File: config.mk
export PLATFORM = sky130hd
export DESIGN_NAME = vx_sfu_lane_splitter
export DESIGN_NICKNAME = d
export VERILOG_FILES = /design/src/rtl/vx_sfu_lane_splitter.sv
export SDC_FILE = /design/constraint.sdc
export NUM_CORES = 1
export LEC_CHECK = 0
export BUFFER_PORTS_ARGS = -buffer_cell sky130_fd_sc_hd__buf_2
export CORE_AREA = 2 2 223 225
export CTS_BUF_LIST = sky130_fd_sc_hd__clkbuf_8
export DETAILED_ROUTE_END_ITERATION = 8
export DIE_AREA = 0 0 225 227
export SETUP_SLACK_MARGIN = 0.15
export SYNTH_ARGS = -nofsm -noshare
export SYNTH_HDL_FRONTEND = slang
export SYNTH_SLANG_ARGS = --single-unit
File: constraint.sdc
create_clock -name clk -period 9.8 [get_ports clk]
set_clock_uncertainty 0.1 [all_clocks]
set_input_delay 0.49 -clock clk [delete_from_list [all_inputs] [get_ports clk]]
set_output_delay 0.49 -clock clk [all_outputs]
set_load 0.02 [all_outputs]
File: src/rtl/vx_sfu_lane_splitter.sv
// Splits one warp-wide SFU request into lane-sized packets, skipping empty thread groups.
// One request is held at a time; a new one is taken in the same cycle the last packet leaves.
module vx_sfu_lane_splitter #(
  parameter int unsigned NUM_THREADS = 4,
  parameter int unsigned NUM_LANES   = 2,
  parameter int unsigned XLEN        = 32,
  parameter int unsigned UUID_WIDTH  = 44,
  parameter int unsigned NW_WIDTH    = 2,
  parameter int unsigned NR_BITS     = 5,
  localparam int unsigned NUM_PKTS   = NUM_THREADS / NUM_LANES,
  localparam int unsigned PID_WIDTH  = (NUM_PKTS > 1) ? $clog2(NUM_PKTS) : 1
) (
  input  logic                         clk,
  input  logic                         reset,

  input  logic                         in_valid,
  output logic                         in_ready,
  input  logic [UUID_WIDTH-1:0]        in_uuid,
  input  logic [NW_WIDTH-1:0]          in_wid,
  input  logic [XLEN-1:0]              in_pc,
  input  logic [3:0]                   in_op_type,
  input  logic [NR_BITS-1:0]           in_rd,
  input  logic                         in_wb,
  input  logic [NUM_THREADS-1:0]       in_tmask,
  input  logic [NUM_THREADS*XLEN-1:0]  in_rs1_data,
  input  logic [NUM_THREADS*XLEN-1:0]  in_rs2_data,

  output logic                         out_valid,
  input  logic                         out_ready,
  output logic [UUID_WIDTH-1:0]        out_uuid,
  output logic [NW_WIDTH-1:0]          out_wid,
  output logic [XLEN-1:0]              out_pc,
  output logic [3:0]                   out_op_type,
  output logic [NR_BITS-1:0]           out_rd,
  output logic                         out_wb,
  output logic [NUM_LANES-1:0]         out_tmask,
  output logic [NUM_LANES*XLEN-1:0]    out_rs1_data,
  output logic [NUM_LANES*XLEN-1:0]    out_rs2_data,
  output logic [PID_WIDTH-1:0]         out_pid,
  output logic                         out_sop,
  output logic                         out_eop
);

  localparam logic StIdle = 1'b0;
  localparam logic StBusy = 1'b1;

  logic                        state_q, state_d;
  logic [PID_WIDTH-1:0]        pid_q, pid_d;
  logic                        sop_q, sop_d;

  logic [UUID_WIDTH-1:0]       uuid_q, uuid_d;
  logic [NW_WIDTH-1:0]         wid_q, wid_d;
  logic [XLEN-1:0]             pc_q, pc_d;
  logic [3:0]                  op_type_q, op_type_d;
  logic [NR_BITS-1:0]          rd_q, rd_d;
  logic                        wb_q, wb_d;
  logic [NUM_THREADS-1:0]      tmask_q, tmask_d;
  logic [NUM_THREADS*XLEN-1:0] rs1_q, rs1_d;
  logic [NUM_THREADS*XLEN-1:0] rs2_q, rs2_d;

  logic [NUM_PKTS-1:0]         held_nz;
  logic [NUM_PKTS-1:0]         in_nz;
  logic [PID_WIDTH-1:0]        in_first_pid;
  logic [PID_WIDTH-1:0]        next_pid;
  logic                        has_next;
  logic                        in_fire;
  logic                        out_fire;

  // Per-group "any thread active" flags for the held request and the incoming one.
  always_comb begin
    held_nz = '0;
    in_nz   = '0;
    for (int g = 0; g < int'(NUM_PKTS); g++) begin
      held_nz[g] = |tmask_q[g*NUM_LANES +: NUM_LANES];
      in_nz[g]   = |in_tmask[g*NUM_LANES +: NUM_LANES];
    end
  end

  // Scanning downwards leaves the lowest matching group; an empty mask falls back to group 0.
  always_comb begin
    in_first_pid = '0;
    for (int g = int'(NUM_PKTS) - 1; g >= 0; g--) begin
      if (in_nz[g]) begin
        in_first_pid = PID_WIDTH'(g);
      end
    end
  end

  always_comb begin
    has_next = 1'b0;
    next_pid = pid_q;
    for (int g = int'(NUM_PKTS) - 1; g >= 0; g--) begin
      if (held_nz[g] && (g > int'(pid_q))) begin
        has_next = 1'b1;
        next_pid = PID_WIDTH'(g);
      end
    end
  end

  always_comb begin
    out_valid = (state_q == StBusy);
    out_eop   = !has_next;
    out_sop   = sop_q;
    out_pid   = pid_q;
    out_fire  = out_valid && out_ready;
    in_ready  = (state_q == StIdle) || (out_fire && out_eop);
    in_fire   = in_valid && in_ready;
  end

  always_comb begin
    out_uuid    = uuid_q;
    out_wid     = wid_q;
    out_pc      = pc_q;
    out_op_type = op_type_q;
    out_rd      = rd_q;
    out_wb      = wb_q;
    out_tmask    = '0;
    out_rs1_data = '0;
    out_rs2_data = '0;
    for (int g = 0; g < int'(NUM_PKTS); g++) begin
      if (pid_q == PID_WIDTH'(g)) begin
        out_tmask    = tmask_q[g*NUM_LANES +: NUM_LANES];
        out_rs1_data = rs1_q[g*NUM_LANES*XLEN +: NUM_LANES*XLEN];
        out_rs2_data = rs2_q[g*NUM_LANES*XLEN +: NUM_LANES*XLEN];
      end
    end
  end

  always_comb begin
    state_d   = state_q;
    pid_d     = pid_q;
    sop_d     = sop_q;
    uuid_d    = uuid_q;
    wid_d     = wid_q;
    pc_d      = pc_q;
    op_type_d = op_type_q;
    rd_d      = rd_q;
    wb_d      = wb_q;
    tmask_d   = tmask_q;
    rs1_d     = rs1_q;
    rs2_d     = rs2_q;
    if (in_fire) begin
      state_d   = StBusy;
      pid_d     = in_first_pid;
      sop_d     = 1'b1;
      uuid_d    = in_uuid;
      wid_d     = in_wid;
      pc_d      = in_pc;
      op_type_d = in_op_type;
      rd_d      = in_rd;
      wb_d      = in_wb;
      tmask_d   = in_tmask;
      rs1_d     = in_rs1_data;
      rs2_d     = in_rs2_data;
    end else if (out_fire) begin
      if (out_eop) begin
        state_d = StIdle;
      end else begin
        pid_d = next_pid;
        sop_d = 1'b0;
      end
    end
  end

  always_ff @(posedge clk) begin
    if (reset) begin
      state_q <= StIdle;
      pid_q   <= '0;
      sop_q   <= 1'b0;
    end else begin
      state_q <= state_d;
      pid_q   <= pid_d;
      sop_q   <= sop_d;
    end
  end

  // Payload only matters while BUSY, so it carries no reset.
  always_ff @(posedge clk) begin
    uuid_q    <= uuid_d;
    wid_q     <= wid_d;
    pc_q      <= pc_d;
    op_type_q <= op_type_d;
    rd_q      <= rd_d;
    wb_q      <= wb_d;
    tmask_q   <= tmask_d;
    rs1_q     <= rs1_d;
    rs2_q     <= rs2_d;
  end

endmodule

==> results of run 1 <==
[sequential cells by signal, summed over array words and instances (netlist names)]
register     count
rs1_q          128
rs2_q          128
out_uuid        44
out_pc          32
out_rd           5
out_op_type      4
tmask_q          4
out_wid          2
out_pid          1
out_sop          1
out_valid        1
out_wb           1
[worst max path at each step]
stage / start / end
after detailed placement: tmask_q[2]$_DFFE_PP_ / rs2_q[94]$_DFFE_PP_
after floorplan: out_pid$_SDFFE_PP0P_ / out_op_type[0]$_DFFE_PP_
final: out_pid$_SDFFE_PP0P_ / out_rs2_data[24]
after global placement: tmask_q[3]$_DFFE_PP_ / rs2_q[26]$_DFFE_PP_
after global routing: out_pid$_SDFFE_PP0P_ / out_rs2_data[39]
after CTS: out_pid$_SDFFE_PP0P_ / out_rs2_data[25]
[report_power, final]
part	total, mW	internal, mW	switching [mW]
Combinational	0.522	0.251	0.270
Clock	1.28	0.688	0.587
Sequential	1.79	1.77	0.0246
Total	3.59	2.71	0.882
[area by class of cell]
class / count / area, sq um
inverters: 1 / 3.75
flip-flops and latches: 351 / 10500
multi-input cells: 145 / 1560
clock buffers: 62 / 853
diodes: 3 / 7.51
repair buffers: 930 / 6440
fillers: 4261 / 28100
well taps: 622 / 778
clock inverters: 43 / 289
[kinds of logic (layout without fill, tap and decap cells)]
logic type	count (synthesis)	in the layout
AO/OA/AOI/OAI	8	8
multiplexers	130	130
flip-flops	351	351
other	0	3
AND/OR/NAND/NOR	7	7
buffers and inverters	16	1036
[cell usage in the layout, fill, tap and decap left out, types with 2 or more instances in the layout]
cell | netlist | final
sky130_fd_sc_hd__nor3b_1 | 2 | 2
sky130_fd_sc_hd__diode_2 | 0 | 3
sky130_fd_sc_hd__mux2_2 | 130 | 130
sky130_fd_sc_hd__buf_4 | 0 | 4
sky130_fd_sc_hd__a21oi_1 | 2 | 2
sky130_fd_sc_hd__clkinv_2 | 0 | 11
sky130_fd_sc_hd__dfxtp_1 | 3 | 2
sky130_fd_sc_hd__buf_2 | 6 | 574
sky130_fd_sc_hd__nor2_1 | 2 | 2
sky130_fd_sc_hd__clkbuf_8 | 0 | 62
sky130_fd_sc_hd__clkinv_1 | 0 | 9
sky130_fd_sc_hd__o21ai_0 | 2 | 2
sky130_fd_sc_hd__inv_1 | 1 | 18
sky130_fd_sc_hd__dlygate4sd3_1 | 0 | 351
sky130_fd_sc_hd__bufinv_16 | 0 | 4
sky130_fd_sc_hd__edfxtp_1 | 348 | 348
[worst max-delay path: stages (launching register included)]
cell and delay, ns:
sky130_fd_sc_hd__dfxtp_4 0.33, sky130_fd_sc_hd__buf_4 0.70, sky130_fd_sc_hd__buf_4 0.80, sky130_fd_sc_hd__mux2_2 0.43
sky130_fd_sc_hd__buf_2 0.16
[per-layer routing]
layer / up-vias / global-route usage / part of all wire
met2: 379 / 0.242 / 0.53
met1: 4128 / 0.137 / 0.36
met3: 81 / 0.0436 / 0.076
li1: 4017 / - / -
met5: - / 0 / 0.00036
met4: 2 / 0.0615 / 0.031
[stage by stage]
step,cell area [sq um],setup slack [ns],util
2_1_floorplan,12200,3.81,-
3_3_place_gp,15800,6.32,0.325
3_5_place_dp,15800,6.24,0.325
4_1_cts,20400,5.91,0.421
5_1_grt,20400,5.82,0.421
6_report,20400,6.08,0.421
==> run summary, run 1 <==
In the final layout, the share of cells above drive strength 1 is 0.516. The startpoint identified for the worst hold timing path is out_ready. The HPWL after detailed placement came out at 22.4 mm.

At the end of routability-driven placement, the weighted congestion stood at 0.800. The number of detailed-routing iterations run before antenna repair is 4. The cell count of the worst hold path is 3.

The sort of element at the start of the critical path is a flop. The floorplan core area is 48,500 sq um. The kind of end point of the critical path is a primary output. The number of core rows is 81. Of the available clock period, the critical path in the final layout requires 0.380. Setup violations remaining at the end of the flow were counted as 0. After detailed routing, the number of remaining DRC violations is 0. The quantity of hold-fixing buffers added after cts is 351. The leading area contributor after synthesis is sky130_fd_sc_hd__edfxtp_1. Among all cell types in the netlist, the one instantiated most often is sky130_fd_sc_hd__edfxtp_1. The critical-path maximum fanout came out at 69. The total number of yosys warnings came out at 0. The count of different cell masters after synthesis came out at 18. Summing over every cut layer, the via total after detailed routing is 8,607. The max-slew headroom at the worst pin came out at 0.289.

The number of antenna violations at the first check in global routing is 4. The endpoint identified for the worst register-to-register timing path is out_uuid[18]$_DFFE_PP_. The class of the most critical hold timing path is in -> reg. The global-route wire length before repair came out at 51.6 mm.

The actual slew at the worst max-slew pin came out at 1.07 ns. The post-detailed-route count of antenna-violating nets came out at 0. The number of nets in the synthesized netlist came out at 864. For this run, the number of standard cells in the final layout without fillers is 2,157.

The final number of hold-violating endpoints came out at 0. The number of maximum-capacitance violations came out at 0. The net count of the finished layout came out at 1,840. Ranked by instance count, the synthesized netlist is headed by sky130_fd_sc_hd__edfxtp_1 (348), sky130_fd_sc_hd__mux2_2 (130), sky130_fd_sc_hd__buf_6 (8). The number of enable flip-flop cells after synthesis came out at 348. The via density per instance came out at 3.99.

The number of max-slew violations in the final report is 0. The cell total after placement came out at 1,698. The via count of the first global-routing pass is 9,682.

The clock input transition at the sequential cells of the worst setup and hold paths is 0.05 ns. For this run, the total global-route usage over all layers was measured as 0.132. For this design, the sink count on the clock tree is roughly 350. In this run the register-to-register setup slack is 6.23 ns. By area the synthesized netlist is led by sky130_fd_sc_hd__edfxtp_1 (86%), sky130_fd_sc_hd__mux2_2 (12%), sky130_fd_sc_hd__buf_6 (0.74%), sky130_fd_sc_hd__dfxtp_1 (0.49%), sky130_fd_sc_hd__buf_2 (0.25%). The share of synthesized cell area in and, or, nand and nor gates came out at 0.00328. Among all flip-flop cells after synthesis, the most frequent one is sky130_fd_sc_hd__edfxtp_1. The post-synthesis share of cell area spent on xor and xnor gates came out at 0. The static leakage is 8.29 nW.

In this run the critical register-to-register path is launched from tmask_q[3]$_DFFE_PP_. IR analysis of the VDD net gives a maximum drop of 0.122 mV. The total I/O pin count is 575. The CTS buffer count came out at 59. The overall die height is 227 um.

The total power divided by cell area is 176 nW/um^2. The minimum clock period after layout came out at 3.72 ns. By startpoint and endpoint, the worst setup path is classified as reg -> out. The mapped cell area came out at 12,200 sq um. In the synthesized netlist the async set-or-reset flop fraction comes to 0.

The setup total negative slack is 0 ns. The overall power of the completed layout came out at 3.59 mW. The multiplexer fraction of the synthesized cell area came out at 0.120. The flow ran to the end, and the final reports show no timing, DRC or antenna violations. The buffers inserted during post-CTS setup optimization came out at 0. The floorplan step set the die width to ~230 um. The count of routing violations after the opening detailed-route iteration is approximately 280.

The maximum level of the CTS H-tree came out at 2. The depth of the worst register-to-register path is 5. CTS placed an instance of sky130_fd_sc_hd__clkbuf_8 at the clock tree root.

The synthesized area per cell came out at 23.8 sq um. The share of the Yosys chip area taken by registers is 0.861. The area share of the largest cell type after synthesis is 0.856.

The source-to-sink clock delay at the later pin of the worst-skew pair came out at 0.61 ns. The remaining global-route overflow came out at 0. At the worst endpoint, the required time is 9.21 ns. The post-CTS resize count is 0. The TritonCTS clock tree is done. The post-synthesis adder-cell area fraction came out at 0. In this run the tool buffered the top-level ports with about 570 buffer cells.

The end point of the worst hold path is out_pid$_SDFFE_PP0P_. The clock tree buffer depth is 3. For this configuration, the core starts out at a cell density of 0.251. Setup repair after global routing left no endpoint under its margin. The area fraction in compound gates after synthesis came to 0.00431. The post-synthesis to final-layout area growth is 67.5%. The die footprint came out at ~51,000 sq um. The achievable frequency came out at 269 MHz. By area, the combinational part of the netlist is dominated by multiplexers.

After synthesis the netlist holds a flip-flop and latch count of 351. Entering global routing, the biggest net connects 168 pins. Data arrives at the worst endpoint at 3.13 ns. The routed wire length is 36.1 mm. The detail-routed net length per standard cell is 16.7 um. The final worst hold slack came out at 0.189 ns. The cell count after synthesis is 512.
Power figures use the tool's default switching activity.
==> run 2: changes to the inputs <==
--- a/config.mk
+++ b/config.mk
@@ -5,6 +5,7 @@
 export SDC_FILE = /design/constraint.sdc
 export NUM_CORES = 1
 export LEC_CHECK = 0
+export ABC_AREA = 1
 export BUFFER_PORTS_ARGS = -buffer_cell sky130_fd_sc_hd__buf_2
 export CORE_AREA = 2 2 223 225
 export CTS_BUF_LIST = sky130_fd_sc_hd__clkbuf_8
==> constraint.sdc (replaced) <==
create_clock -name clk -period 3 [get_ports clk]
set_clock_uncertainty 0.1 [all_clocks]
set_input_delay 0.15 -clock clk [delete_from_list [all_inputs] [get_ports clk]]
set_output_delay 0.15 -clock clk [all_outputs]
set_load 0.02 [all_outputs]
==> run summary, run 2 <==
The flow ran to the end, and the final reports show no timing, DRC or antenna violations. The number of I/O port buffers came out at 574 (unchanged). Leaving out fill and tap cells, the most frequent cells in the layout are sky130_fd_sc_hd__buf_2 (574), sky130_fd_sc_hd__nand2_1 (395), sky130_fd_sc_hd__dlygate4sd3_1 (354), sky130_fd_sc_hd__edfxtp_1 (348), sky130_fd_sc_hd__clkbuf_8 (58).

The mapped cell area came to 12,200 sq um (+0.11%). The number of nets in the synthesized netlist came out at 1,147 (+33%). The global-route wire length before repair came out at 57.0 mm (+10%). The max-slew headroom at the worst pin is 0.541 (+0.252). The number of detailed-routing iterations run before antenna repair was 5 (+1). The critical-path maximum fanout is 135 (+96%). The number of antenna violations at the first check in global routing came out at 4 (unchanged). The pin count of the biggest net entering global routing is 136 (-19%). The post-synthesis to final-layout area growth came out at 67.6% (about the same). The sort of element at the start of the critical path is a flop. The minimum setup slack among reg-to-reg paths was 0.81 ns (-5.42 ns).

The global router's overall resource usage is 0.146 (+0.0139). The endpoint of the lowest-slack register-to-register path is out_pid$_SDFFE_PP0P_. The weighted congestion reported at the end of routability-driven placement came out at 0.811 (+1.3%). The worst setup path is captured at a primary output.

The number of maximum-capacitance violations is 0 (unchanged). The die footprint is 51,100 sq um (unchanged). The area share of the largest cell type after synthesis came out at 0.855 (-0.000964). The clock sink total is 351 (unchanged). The routed wire length came to 39.7 mm (+10%).

The worst setup timing slack at the placement stage is 0.925 ns (-5.31 ns). The ratio of final minimum period to clock period is 0.792. The critical path arrival was 2.13 ns (-1.00 ns). The count of different cell masters after synthesis came out at 13 (-5).

The clock tree buffer depth came out at 3 (unchanged). The worst setup path category is reg -> out. The total power divided by cell area is 569 nW/um^2 (+220%). The remaining global-route overflow is 0 (unchanged). The buffers inserted during post-CTS setup optimization was 0 (unchanged).

The cell total after placement is 1,975 (+16%). The final instance count without filler cells was 2,433 (+13%). The end point of the worst hold path is rs2_q[94]$_DFFE_PP_.

The utilization after layout is 0.422 (+0.000670). The maximum level of the CTS H-tree was 2 (unchanged). The total number of yosys warnings came out at 0 (unchanged). Sorting the synthesized cells by area gives the leading types as sky130_fd_sc_hd__edfxtp_1 (86%), sky130_fd_sc_hd__nand2_1 (12%), sky130_fd_sc_hd__buf_2 (0.86%), sky130_fd_sc_hd__dfxtp_1 (0.49%), sky130_fd_sc_hd__inv_1 (0.25%). The part of the Yosys area used for sequential elements is 0.860 (-0.000970). The number of max-slew violations in the final report came out at 0 (unchanged).

The count of routing violations after the opening detailed-route iteration was 513 (+87%). The worst vdd rail ir drop was 0.437 mV (+260%). The total I/O pin count is 575 (unchanged). The cell count after synthesis came out at 795 (+55%). The number of enable flip-flop cells after synthesis came out at 348 (unchanged). The post-detailed-route count of antenna-violating nets is 0 (unchanged). The via count of the first global-routing pass came out at 10.6k (+9.0%).

The minimum clock period after layout is 2.38 ns. The share of flip-flops with an asynchronous set or reset was 0 (unchanged). The depth of the worst register-to-register path is 8 (+3).

The library cell used most frequently in the layout, excluding fill and tap cells, is sky130_fd_sc_hd__buf_2. The die extent in x is 225 um (unchanged). The post-synthesis sequential element count came out at 351 (unchanged). The static leakage is 8.97 nW (+8.2%). Of all cell types, the one taking the most synthesized area is sky130_fd_sc_hd__edfxtp_1. sky130_fd_sc_hd__nand2_1 is the most common cell in the netlist. The number of core rows came out at 81 (unchanged). The setup total negative slack came out at 0 ns (unchanged). The cell count of the worst hold path came to 2 (-1). The synthesized area per cell is 15.4 sq um (-36%). In this run the critical register-to-register path is launched from tmask_q[2]$_DFFE_PP_. Setup repair after global routing left no endpoint under its margin. The tree is rooted in a sky130_fd_sc_hd__clkbuf_8. The floorplan core area is 48,500 sq um (unchanged).

The TritonCTS clock tree is done. Among all flip-flop cells after synthesis, the most frequent one is sky130_fd_sc_hd__edfxtp_1. The source-to-sink clock delay at the later pin of the worst-skew pair came out at 0.60 ns (about the same). The actual slew at the worst max-slew pin came to 0.688 ns (-0.378 ns).

The setup-violating endpoint count in the final report came out at 0 (unchanged). The effective utilization at floorplan came out at 0.252 (+0.000284). The critical path starts at out_pid$_SDFFE_PP0P_.

The final number of hold-violating endpoints came to 0 (unchanged). The detailed-route DRC error count is 0 (unchanged). The class of the most critical hold timing path is in -> reg. The CTS buffer count is 57 (-3.4%).

The HPWL after detailed placement came out at 24.7 mm (+10%). The fraction of final layout cells sized beyond drive strength 1 is 0.363 (-0.153). The via count came out at 9,930 (+15%). The via density per instance is 4.08 (+2.3%). The worst path required time was 2.75 ns (-6.46 ns). The net count of the finished layout came to 2,118 (+15%). Ranked by instance count, the synthesized netlist is headed by sky130_fd_sc_hd__nand2_1 (395), sky130_fd_sc_hd__edfxtp_1 (348), sky130_fd_sc_hd__buf_2 (21).

The clock input transition at the sequential cells of the worst setup and hold paths is 0.06 ns (about the same). The slack of the critical path came to 0.624 ns (-5.45 ns). The achievable frequency came out at 421 MHz.

The worst hold path begins at in_rs2_data[94]. The detail-routed net length per standard cell came out at 16.3 um (-2.4%). The overall die height is 227 um (unchanged).
==> run 2: worst max-delay path, stage by stage, from the launching register on <==
cell                      delay, ns
sky130_fd_sc_hd__dfxtp_4       0.36
sky130_fd_sc_hd__inv_4         0.06
sky130_fd_sc_hd__buf_12        0.44
sky130_fd_sc_hd__nand2_1       0.10
sky130_fd_sc_hd__nand2_1       0.20
sky130_fd_sc_hd__buf_2         0.24
==> run 2: report_power, final <==
group          total [mW]  switching (mW)  internal [mW]
logic                2.01            1.20          0.815
clock network        3.72            1.84           1.87
registers            5.92          0.0963           5.82
==> run 2: area by class of cell <==
cell class,count,area (sq um)
repair buffers,940,6580
fillers,4350,28100
inverters,10,52.6
clock inverters,40,198
flip-flops and latches,351,10500
diodes,6,15.0
well taps,622,778
clock buffers,58,798
multi-input cells,406,1540
==> run 2: logic make-up (layout without fill, tap and decap cells) <==
logic type	Yosys count	in the layout	synth area share
AND/OR/NAND/NOR	402	402	0.124
flip-flops	351	351	0.860
buffers and inverters	38	1048	0.0141
AO/OA/AOI/OAI	4	4	0.00164
other	0	6	0
==> run 2: routing by layer <==
metal  vias up  global-route usage  share of wire  wire length (um)
li1       4704                   -              -                 -
met2       487               0.266           0.52             20500
met3        83              0.0484          0.081              3220
met1      4656               0.157           0.37             14800
met5         -                   0              0                 0
met4         0              0.0577          0.029              1170
==> run 2: timing repair <==
| action | 4_1_cts | 5_1_grt |
|---|---|---|
| setup endpoints to repair | 0 | 0 |
| gates resized for setup | 0 | 0 |
| endpoints found under the hold margin | 351 | 0 |
| hold buffers | 354 | 0 |
==> run 2: worst max-delay path by stage <==
stage	endpoint	depth (start not counted)
CTS	out_rs1_data[11]	5
detailed placement	out_pc[15]$_DFFE_PP_	6
global route	out_rs1_data[11]	5
floorplan	out_op_type[0]$_DFFE_PP_	4
finish	out_rs1_data[11]	5
global placement	out_uuid[4]$_DFFE_PP_	6
==> run 2: per-stage QoR <==
step	hold slack (ns)	power, mW	area [sq um]
after global placement	0.226	7.61	15900
after detailed placement	0.228	7.64	15900
after CTS	0.0695	11.7	20500
final	0.141	11.6	20500
after floorplan	0.119	6.86	12200
after global routing	0.0821	12.1	20500
